===== config.mk =====
export PLATFORM = sky130hd
export DESIGN_NAME = tmp_queue
export DESIGN_NICKNAME = d
export VERILOG_FILES = /design/src/rtl/tmp_pkg.sv /design/src/rtl/tmp_mem.sv /design/src/rtl/tmp_queue.sv
export SDC_FILE = /design/constraint.sdc
export NUM_CORES = 1
export LEC_CHECK = 0
export ABC_AREA = 1
export BUFFER_PORTS_ARGS = -buffer_cell sky130_fd_sc_hd__clkbuf_2
export CELL_PAD_IN_SITES_DETAIL_PLACEMENT = 0
export CELL_PAD_IN_SITES_GLOBAL_PLACEMENT = 2
export CORE_ASPECT_RATIO = 0.9
export CORE_UTILIZATION = 31
export CTS_BUF_LIST = sky130_fd_sc_hd__clkbuf_16
export CTS_CLUSTER_SIZE = 16
export DETAILED_ROUTE_END_ITERATION = 10
export GPL_TIMING_DRIVEN = 0
export PLACE_DENSITY = 0.81
export RECOVER_POWER = 100
export SLEW_MARGIN = 40
export SYNTH_ARGS = -nofsm -noshare
export SYNTH_HDL_FRONTEND = slang
export SYNTH_HIERARCHICAL = 1
export SYNTH_SLANG_ARGS = --single-unit
export TNS_END_PERCENT = 1

===== constraint.sdc =====
create_clock -name clk -period 1.7 [get_ports clk]
set_input_delay 0.085 -clock clk [delete_from_list [all_inputs] [get_ports clk]]
set_output_delay 0.085 -clock clk [all_outputs]
set_load 0.01 [all_outputs]

===== src/rtl/tmp_pkg.sv =====
// Shared constants and helpers for the TMP staging queue.
// Default geometry and the ceiling-log2 used to size pointers and the occupancy count.
package tmp_pkg;

    localparam int DEF_WIDTH = 8;
    localparam int DEF_DEPTH = 4;

    // Ceiling log2, never below 1 so that a single-entry queue still gets a 1-bit pointer.
    function automatic int clog2(input int value);
        int r;
        r = 0;
        while ((1 << r) < value) r++;
        return (r < 1) ? 1 : r;
    endfunction

endpackage


===== src/rtl/tmp_mem.sv =====
// Entry storage for the TMP queue: one synchronous write port, one asynchronous read port.
module tmp_mem
    import tmp_pkg::*;
#(
    parameter int WIDTH = DEF_WIDTH,
    parameter int DEPTH = DEF_DEPTH,
    parameter int AW    = clog2(DEPTH)
) (
    input  logic             clk,
    input  logic             i_we,
    input  logic [AW-1:0]    i_waddr,
    input  logic [WIDTH-1:0] i_wdata,
    input  logic [AW-1:0]    i_raddr,
    output logic [WIDTH-1:0] o_rdata
);

    logic [WIDTH-1:0] r_mem [DEPTH];

    // NOTE: storage has no reset; validity is tracked by the queue's count, so clearing it would only cost logic.
    always_ff @(posedge clk) begin
        if (i_we) r_mem[i_waddr] <= i_wdata;
    end

    assign o_rdata = r_mem[i_raddr];

endmodule


===== src/rtl/tmp_queue.sv =====
// Circular staging queue of TMP values with sticky overflow/underflow flags and a bus1 override.
// Head/tail pointers, occupancy count and error flags live here; storage lives in tmp_mem.
module tmp_queue
    import tmp_pkg::*;
#(
    parameter  int WIDTH = DEF_WIDTH,
    parameter  int DEPTH = DEF_DEPTH,
    localparam int CW    = clog2(DEPTH + 1)
) (
    input  logic             clk,
    input  logic             reset,
    input  logic             s,
    input  logic             e,
    input  logic             bus1,
    input  logic [WIDTH-1:0] t_in,
    output logic [WIDTH-1:0] t_out,
    output logic [CW-1:0]    count,
    output logic             full,
    output logic             empty,
    output logic             ovf,
    output logic             udf
);

    localparam int            PW       = clog2(DEPTH);
    localparam logic [PW-1:0] LAST_PTR = PW'(DEPTH - 1);

    logic [PW-1:0]    r_head;
    logic [PW-1:0]    r_tail;
    logic [CW-1:0]    r_count;
    logic             r_ovf;
    logic             r_udf;

    logic             w_full;
    logic             w_empty;
    logic             w_do_push;
    logic             w_do_pop;
    logic [WIDTH-1:0] w_rd_data;
    logic [WIDTH-1:0] w_t_out;

    assign w_full  = (r_count == CW'(DEPTH));
    assign w_empty = (r_count == '0);

    // A pop frees the slot the push needs, so a full queue still accepts s when e is also set.
    assign w_do_pop  = e && !w_empty;
    assign w_do_push = s && (!w_full || w_do_pop);

    tmp_mem #(
        .WIDTH (WIDTH),
        .DEPTH (DEPTH),
        .AW    (PW)
    ) u_mem (
        .clk     (clk),
        .i_we    (w_do_push && !reset),
        .i_waddr (r_tail),
        .i_wdata (t_in),
        .i_raddr (r_head),
        .o_rdata (w_rd_data)
    );

    // NOTE: sequential state uses non-blocking assignments so every register samples pre-edge values.
    always_ff @(posedge clk) begin
        if (reset) begin
            r_head  <= '0;
            r_tail  <= '0;
            r_count <= '0;
            r_ovf   <= 1'b0;
            r_udf   <= 1'b0;
        end else begin
            if (w_do_push) r_tail <= (r_tail == LAST_PTR) ? '0 : r_tail + PW'(1);
            if (w_do_pop)  r_head <= (r_head == LAST_PTR) ? '0 : r_head + PW'(1);

            case ({w_do_push, w_do_pop})
                2'b10:   r_count <= r_count + CW'(1);
                2'b01:   r_count <= r_count - CW'(1);
                default: ;
            endcase

            if (s && !e && w_full) r_ovf <= 1'b1;
            if (e && w_empty)      r_udf <= 1'b1;
        end
    end

    // NOTE: the default assignment first keeps this block purely combinational (no latch).
    always_comb begin
        w_t_out = '0;
        if (bus1)          w_t_out = WIDTH'(1);
        else if (!w_empty) w_t_out = w_rd_data;
    end

    assign t_out = w_t_out;
    assign count = r_count;
    assign full  = w_full;
    assign empty = w_empty;
    assign ovf   = r_ovf;
    assign udf   = r_udf;

endmodule


==> impl_metrics.toml <==
[placed_design]
place_congestion = 0.6315
io_buffers = 27
dp_hpwl_mm = 2.495

[global_route]
grt_overflow = 0
grt_use_total_pct = 12.47
grt_pass1_vias = 1281
grt_pass1_wl_mm = 6.099
antenna_found_initial = 0
grt_max_degree = 14

[layout]
syn_to_final_growth_pct = 26.18
n_antenna_cell = 0
layout_commonest_cell = "inv_1"
nets = 270
nFillCells = 590
drive_above_1_share_pct = 22.83
final_cell_mix = "inv_1, nand2_1, edfxtp_1, nand3_1, clkbuf_2"
multiInputGateArea_um2 = 644.4
seqCellArea_mm2 = 0.001152
fin_util_pct = 41.82

[worst_setup_path]
arrival_ns = 1.92
end_kind = "register"
timing.critical_path.required_ns = 1.88
rr_endpoint = "count[2]$_SDFFE_PP0P_"
r2r_start = "count[0]$_SDFFE_PP0P_"
r2r_cells = 12
critPathMaxFanout = 5
start_kind = "register"
startpoint = "count[0]$_SDFFE_PP0P_"
cp-endpoint = "count[2]$_SDFFE_PP0P_"
critPathKind = "reg2reg"
r2r_slack_ns = -0.03

[pwr]
power.total_uw = 3493
p_leak_uw = 0.001147
power_density_mw_per_mm2 = 1427
irDropWorstVdd_uv = 885.7

[synthesis]
yosys_warnings = 6
netlist_area_mm2 = 0.001941
synth_cell_types = 23
synth_ff_type = "edfxtp_1"
syn_inst = 215
syn_nets = 232
synth.avg_cell_area_um2 = 9.026
synth-seq-area-share_pct = 58.80
ys_seq_elements = 41
synthArstFlopShare_pct = 0
synth-edff-count = 32

[route]
viasPerCell = 4.123
drcViolationCount = 0
wl_per_cell_um = 11.50
drt_first_pass_iters = 4
postRouteAntennaNets = 0
vias = 1336
drtIter0Drc = 37
totalWireLength_mm = 3.726

[floorplanning]
core_area_mm2 = 0.005856
die_x_um = 85.40
num_rows = 26
initial_core_util_pct = 33.14
die_area_mm2 = 0.006581
die_y_um = 77.06
floorplan.io_pins = 28

[clock_tree]
cts.clk_slew.worst_paths_ns = 0.06
clock_path_buffers = 2
cts_max_level = 2
cts_buffers = 5
clkSinkCount = 41
clock_latency_ns = 0.28
hold_buffers = 0
tritoncts = "yes"
clockRootBuffer = "clkbuf_16"

[run_status]
violations = "negative setup slack"
status = "complete, but fails checks"

[worst_hold_path]
min_path_type = "in2reg"
hp-start = "reset"

[timing]
report.final.slew_viol_count = 0
skew_ns = 0.01203
setup-violations-final = 1
rsz0062_at_grt = "true"
slew-limit-headroom_pct = 66.59
worst_slew_pin_slew_ns = 0.4995
fin_crit_ns = 1.734
hold_violations = 0
period_share_pct = 102.0
fmax_mhz = 576.8
setup_slack_ns = -0.03377

[run]
drv_cap = 0
## worst min-delay path by stage
stage / depth (start not counted) / slack, ns / end
floorplan: 1 / 0.15 / ovf$_SDFFE_PP0P_
global placement: 2 / 0.30 / ovf$_SDFFE_PP0P_
detailed placement: 2 / 0.30 / ovf$_SDFFE_PP0P_
CTS: 2 / 0.004 / ovf$_SDFFE_PP0P_
global route: 2 / 0.02 / ovf$_SDFFE_PP0P_
finish: 2 / 0.01 / ovf$_SDFFE_PP0P_
## layout make-up
type | instances | area share [%]
clock inverters | 3 | 1.584
well taps | 70 | 3.577
inverters | 56 | 8.687
plain buffers | 4 | 1.431
multi-input cells | 114 | 26.32
flip-flops and latches | 41 | 47.06
clock buffers | 5 | 5.110
repair buffers | 31 | 6.234
## cell families after synthesis
group / synth area share (%)
flip-flops: 58.80
AND/OR/NAND/NOR: 22.76
adder cells (fa/ha/maj): 2.966
AO/OA/AOI/OAI: 2.708
buffers and inverters: 12.77
## synth_stat cells, types with 2 or more instances
| cell type | count | area, µm² |
|---|---|---|
| a21oi_1 | 7 | 35.03 |
| buf_6 | 2 | 22.52 |
| dfxtp_1 | 9 | 180.2 |
| edfxtp_1 | 32 | 960.9 |
| ha_1 | 3 | 37.54 |
| inv_1 | 55 | 206.5 |
| nand2_1 | 51 | 191.4 |
| nand3_1 | 20 | 100.1 |
| nor2_1 | 16 | 60.06 |
| nor3_1 | 5 | 25.02 |
| o21ai_0 | 2 | 10.01 |
| or2_2 | 2 | 12.51 |
## worst max-delay path: stages, from the launching register on
cell and delay, ns:
dfxtp_4 0.36, nor2_4 0.18, nand3_4 0.10, nand2_4 0.09, ha_4 0.14, inv_2 0.05, fa_2 0.37, inv_2 0.06
nand2_2 0.05, nand3_2 0.08, nand2_1 0.05, nand2_1 0.06, nor2_1 0.04
## sequential cells by signal, indices dropped and copies added (netlist names)
name	flops
r_tail	2
count	3
r_head	2
u_mem/r_mem	32
ovf	1
udf	1
## report_power, final
part	total (µW)	internal [µW]	switching [µW]	leakage (µW)
clock network	1030	683	349	0.0000850
logic	1200	465	730	0.000695
registers	1270	1190	77.4	0.000367
total	3490	2340	1160	0.00115
## timing repair
item,4_1_cts,5_1_grt
buffers inserted,3,1
gates resized for setup,15,11
endpoints found under the setup margin,34,27
pin swaps,3,8
## metrics by stage
step / hold WS [ns] / TNS [ns] / area (µm²) / setup slack (ns) / instances
floorplan: 0.1541 / -4.514 / 1941 / -0.1381 / 215
global placement: 0.3015 / -20.54 / 2163 / -0.7134 / 312
detailed placement: 0.3026 / -6.620 / 2183 / -0.2378 / 312
CTS: 0.004365 / 0 / 2421 / 0.01054 / 323
global route: 0.02369 / -0.2632 / 2449 / -0.1072 / 324
finish: 0.01242 / -0.03377 / 2449 / -0.03377 / 324
## layer usage
| metal | routed length, µm | GRT usage (%) | vias up |
|---|---|---|---|
| met1 | 1747 | 14.99 | 564 |
| met3 | 135 | 2.368 | 5 |
| met2 | 1776 | 21.60 | 24 |
| met4 | 66 | 5.500 | 0 |
| met5 | 0 | 0 | - |
| li1 | - | - | 743 |
Power figures use the tool's default switching activity.
